<file path="src/rtl/transmissor_senha.sv">
// Serial code transmitter for an electronic lock: shifts a parallel code out MSB first,
// waits for the lock's LED response, and enforces a lockout after repeated failures.
module transmissor_senha #(
    parameter int unsigned CODE_W      = 6,
    parameter int unsigned RESP_WAIT   = 4,
    parameter int unsigned MAX_FAIL    = 3,
    parameter int unsigned LOCK_CYCLES = 16
) (
    input  logic              clock,
    input  logic              reset,
    input  logic              start,
    input  logic [CODE_W-1:0] code,
    input  logic              led_verde,
    input  logic              led_vermelho,
    output logic              x,
    output logic              busy,
    output logic              done,
    output logic              ok,
    output logic              fail,
    output logic              lockout
);

    localparam int unsigned BitW  = (CODE_W > 1) ? $clog2(CODE_W) : 1;
    localparam int unsigned WaitW = (RESP_WAIT > 1) ? $clog2(RESP_WAIT) : 1;
    localparam int unsigned LockW = (LOCK_CYCLES > 1) ? $clog2(LOCK_CYCLES) : 1;
    localparam int unsigned FailW = $clog2(MAX_FAIL + 1);

    localparam logic [BitW-1:0]  BitLast  = BitW'(CODE_W - 1);
    localparam logic [WaitW-1:0] WaitLast = WaitW'(RESP_WAIT - 1);
    localparam logic [LockW-1:0] LockLast = LockW'(LOCK_CYCLES - 1);
    localparam logic [FailW-1:0] FailMax  = FailW'(MAX_FAIL);
    localparam logic [FailW-1:0] FailPrev = FailW'(MAX_FAIL - 1);

    typedef enum logic [1:0] {StIdle, StSend, StWaitResp, StLockout} state_e;

    state_e             state_q, state_d;
    logic [CODE_W-1:0]  shift_q, shift_d;
    logic [BitW-1:0]    bit_q, bit_d;
    logic [WaitW-1:0]   wait_q, wait_d;
    logic [LockW-1:0]   lock_q, lock_d;
    logic [FailW-1:0]   fcnt_q, fcnt_d;
    logic               x_q, x_d;
    logic               busy_q, busy_d;
    logic               done_q, done_d;
    logic               ok_q, ok_d;
    logic               fail_q, fail_d;
    logic               lockout_q, lockout_d;

    always_comb begin
        state_d = state_q;
        shift_d = shift_q;
        bit_d   = bit_q;
        wait_d  = wait_q;
        lock_d  = lock_q;
        fcnt_d  = fcnt_q;
        x_d     = 1'b0;
        done_d  = 1'b0;
        ok_d    = ok_q;
        fail_d  = fail_q;

        unique case (state_q)
            StIdle: begin
                if (start) begin
                    // First bit goes out in the cycle right after acceptance.
                    x_d     = code[CODE_W-1];
                    shift_d = code << 1;
                    bit_d   = '0;
                    ok_d    = 1'b0;
                    fail_d  = 1'b0;
                    state_d = StSend;
                end
            end
            StSend: begin
                if (bit_q == BitLast) begin
                    wait_d  = '0;
                    state_d = StWaitResp;
                end else begin
                    x_d     = shift_q[CODE_W-1];
                    shift_d = shift_q << 1;
                    bit_d   = bit_q + 1'b1;
                end
            end
            StWaitResp: begin
                if (led_verde) begin
                    done_d  = 1'b1;
                    ok_d    = 1'b1;
                    fail_d  = 1'b0;
                    fcnt_d  = '0;
                    state_d = StIdle;
                end else if (led_vermelho || (wait_q == WaitLast)) begin
                    done_d = 1'b1;
                    ok_d   = 1'b0;
                    fail_d = 1'b1;
                    if (fcnt_q >= FailPrev) begin
                        fcnt_d  = FailMax;
                        lock_d  = '0;
                        state_d = StLockout;
                    end else begin
                        fcnt_d  = fcnt_q + 1'b1;
                        state_d = StIdle;
                    end
                end else begin
                    wait_d = wait_q + 1'b1;
                end
            end
            StLockout: begin
                if (lock_q == LockLast) begin
                    fcnt_d  = '0;
                    lock_d  = '0;
                    state_d = StIdle;
                end else begin
                    lock_d = lock_q + 1'b1;
                end
            end
            default: state_d = StIdle;
        endcase

        busy_d    = (state_d != StIdle);
        lockout_d = (state_d == StLockout);
    end

    always_ff @(posedge clock) begin
        if (reset) begin
            state_q   <= StIdle;
            shift_q   <= '0;
            bit_q     <= '0;
            wait_q    <= '0;
            lock_q    <= '0;
            fcnt_q    <= '0;
            x_q       <= 1'b0;
            busy_q    <= 1'b0;
            done_q    <= 1'b0;
            ok_q      <= 1'b0;
            fail_q    <= 1'b0;
            lockout_q <= 1'b0;
        end else begin
            state_q   <= state_d;
            shift_q   <= shift_d;
            bit_q     <= bit_d;
            wait_q    <= wait_d;
            lock_q    <= lock_d;
            fcnt_q    <= fcnt_d;
            x_q       <= x_d;
            busy_q    <= busy_d;
            done_q    <= done_d;
            ok_q      <= ok_d;
            fail_q    <= fail_d;
            lockout_q <= lockout_d;
        end
    end

    assign x       = x_q;
    assign busy    = busy_q;
    assign done    = done_q;
    assign ok      = ok_q;
    assign fail    = fail_q;
    assign lockout = lockout_q;

endmodule

</file>
<file path="config.mk">
export PLATFORM = sky130hd
export DESIGN_NAME = transmissor_senha
export DESIGN_NICKNAME = d
export VERILOG_FILES = /design/src/rtl/transmissor_senha.sv
export SDC_FILE = /design/constraint.sdc
export NUM_CORES = 1
export LEC_CHECK = 0
export CORE_MARGIN = 3
export CORE_UTILIZATION = 35
export CTS_BUF_LIST = sky130_fd_sc_hd__clkbuf_4
export DETAILED_ROUTE_END_ITERATION = 16
export PLACE_DENSITY_LB_ADDON = 0.3
export SYNTH_ARGS = -nofsm -noshare
export SYNTH_HDL_FRONTEND = slang
export SYNTH_SLANG_ARGS = --single-unit
</file>
<file path="constraint.sdc">
create_clock -name clock -period 1.75 [get_ports clock]
set_input_delay 0.525 -clock clock [delete_from_list [all_inputs] [get_ports clock]]
set_output_delay 0.525 -clock clock [all_outputs]
set_load 0.02 [all_outputs]
</file>
==> impl_metrics.toml <==
[worst_hold_path]
hold_class = "register to register"
hold_depth = 2

[worst_setup_path]
path_max_fanout = 3
critPathCaptureType = "register"
critical_path.slowest_cell = "clkdlybuf4s50_1"
crit_chain = "clkdlybuf4s50_1 -> or2_4 -> a2111oi_4 -> o31ai_4 -> nor3_2"
cp_top_family = "compound AO/OA/AOI/OAI gates"
crit_path_start_kind = "input pin"
reg2reg_depth = 5
crit_required_ns = 2.00
crit_cells = 5
cp_num_buf_inv = 1
cp.arrival_ns = 1.87
critPathKind = "input pin to register"
crit_path_max_incr_delay_ns = 0.42

[detailed_routing]
wl_per_cell_um = 12.21
postRouteAntennaNets = 0
vias_per_cell = 5.050
drc_errors = 0
vias = 1015
drtIter0Drc = 39
wirelength_um = 2455
drt_pass1_iterations = 4

[synthesis]
synthTopCellsByCount = "24 x dfxtp_1, 17 x nand2_1, 11 x a21oi_1"
ys_types = 46
synth_area_leader_cell = "dfxtp_1"
synthFlopType = "dfxtp_1"
synth.most_common_cell = "dfxtp_1"
syn_area_per_cell_um2 = 9.251
synth-edff-count = 0
postSynth.asyncResetShare_pct = 0
syn-instance-count = 132
syn_area_um2 = 1221
yosys_warnings = 0
seq_area_frac_synth_pct = 39.34
yosys-top-cells-area = "dfxtp_1 39%, nand2_1 5.2%, a21oi_1 4.5%"
syn-num-nets = 147
synth_seq_cells = 24
netlist.area_leader.share_pct = 39.34

[grt]
grt_pass1_vias = 997
grt_max_degree = 14
grt_use_met3_pct = 2.600
grt_use_total_pct = 12.94
grtUsageMet1_pct = 15.93
top_usage_layer = "met2"
grt_overflow_total = 0
grt_pass1_wl_um = 4326
grt.met2_usage_pct = 22.22
antenna_found_initial = 0

[floorplanning]
coreArea_um2 = 3178
die-area_um2 = 4234
initial_core_util_pct = 38.43
rows = 20
die_w_um = 65.07
die_y_um = 65.07
ioPinCount = 17

[layout]
antenna_cells = 0
multiInputGateArea_um2 = 668.1
final_nets = 174
ff_latch_area_um2 = 481.7
n_fill_cell = 322
areaGrowthSynthToFinish_pct = 22.23
layoutNonFillerInstCount = 201
drive_above_1_share_pct = 21.02

[place]
gp_congestion = 0.7732
portBuffers = 16
dp.final_hpwl_um = 1910
place_ws_ns = -0.2157
dp.cells = 198

[sta]
fmax_ghz = 0.6165
setup_viol = 0
min_period_ns = 1.622
hold_viol = 0
finalWorstSetupSlack_ns = 0.1279
rsz0062_at_grt = "no"
finalMaxSlewViolations = 0
relSlewSlack_pct = 75.32
clock_skew_ns = 0.007297
fin_crit_sh_pct = 92.69
whs_ns = 0.4867
worst_pin_slew_ns = 0.3674

[clock_tree]
cts.clk_slew.worst_paths_ns = 0.13
clock_latency_ns = 0.31
cts_setup_buffers = 0
cts_tree = "built"
cts_buffers = 3
htreeDepth = 1
clock_sinks = 24
cts-root-buf = "clkbuf_4"
cts_buffer_depth = 2

[pwr]
worst_ir_drop_vdd_mv = 0.2970
power_density_nw_per_um2 = 667.0
power_uw = 995.6
p_leak_uw = 0.0005677

[job]
drv_cap = 0

[status]
status = "finished clean"
==> power breakdown <==
group          total (uW)  internal (uW)  leakage [uW]  switching, uW
clock                 246           80.5     0.0000138            165
combinational         167           83.9      0.000358           83.4
sequential            583            566      0.000196           16.4
total                 996            731      0.000568            265
==> kinds of logic (layout without fill, tap and decap cells) <==
logic type / after synthesis / count (layout) / share of synthesized area, %
muxes: 4 / 4 / 3.381
xor gates and xnor gates: 2 / 2 / 1.435
buffers and inverters: 11 / 36 / 5.942
and+or+nand+nor: 52 / 52 / 23.36
adders and majority gates: 4 / 4 / 4.099
DFF: 24 / 24 / 39.34
AOI/OAI and AO/OA: 35 / 35 / 22.44
==> final cells by class <==
cell class                 instances  share of cell area, %
tap                               44                  3.688
sequential                        24                  32.27
timing repair buffer              29                  16.76
multi-input combinational         97                  44.76
inverter                           4                  1.006
clock buffer                       3                  1.509
==> path summary, 6_finish.rpt <==
path / slack (ns) / end / start
max: 0.13 / lockout / led_vermelho
min: 0.49 / shift_q[2] / shift_q[1]
max reg2reg: 0.15 / lockout / wait_q[0]
min reg2reg: 0.49 / shift_q[2] / shift_q[1]
==> placed cells by master, fill, tap and decap left out, drive strengths merged, types with 2 or more instances in the layout <==
cell            n
nor2b           3
nand2b          2
inv             4
nor3            7
a311oi          4
nor2           12
buf            13
clkdlybuf4s50  10
dlygate4sd2     6
nand2          17
clkbuf          3
and2            2
a22oi           2
nand3           4
o31ai           2
mux2i           3
a21oi          12
a21o            2
nor3b           2
o21ai           5
ha              4
dfxtp          24
==> tightest hold or removal path, delay by kind of cell (launching register included) <==
kind,cells,cell delay [ns]
DFF,1,0.33
and+or+nand+nor,1,0.05
AOI/OAI and AO/OA,1,0.07
==> registers in the layout, indices dropped and copies added (netlist names), 2 cells and up <==
name	flops
shift_q	5
lock_q	4
bit_q	3
fcnt_q	2
state_q	2
wait_q	2
==> routing by layer <==
layer	vias up	part of all wire [%]
li1	526	-
met1	476	48
met2	9	49
met3	4	2.1
met4	0	1.2
met5	-	0
==> through the flow <==
step | setup TNS [ns] | utilization (%) | cell area, um^2
floorplan | 0 | - | 1221
global placement | -1.342 | 46.46 | 1476
detailed placement | -1.753 | 46.46 | 1476
CTS | 0 | 46.93 | 1491
global route | 0 | 46.97 | 1493
finish | 0 | 46.97 | 1493
==> timing repair <==
item | in CTS | in global routing
endpoints found under the setup margin | 6 | 1
pin swaps | 0 | 0
hold buffers | 0 | 0
gates resized for setup | 6 | 1
cloned | 0 | 0
Power figures use the tool's default switching activity.
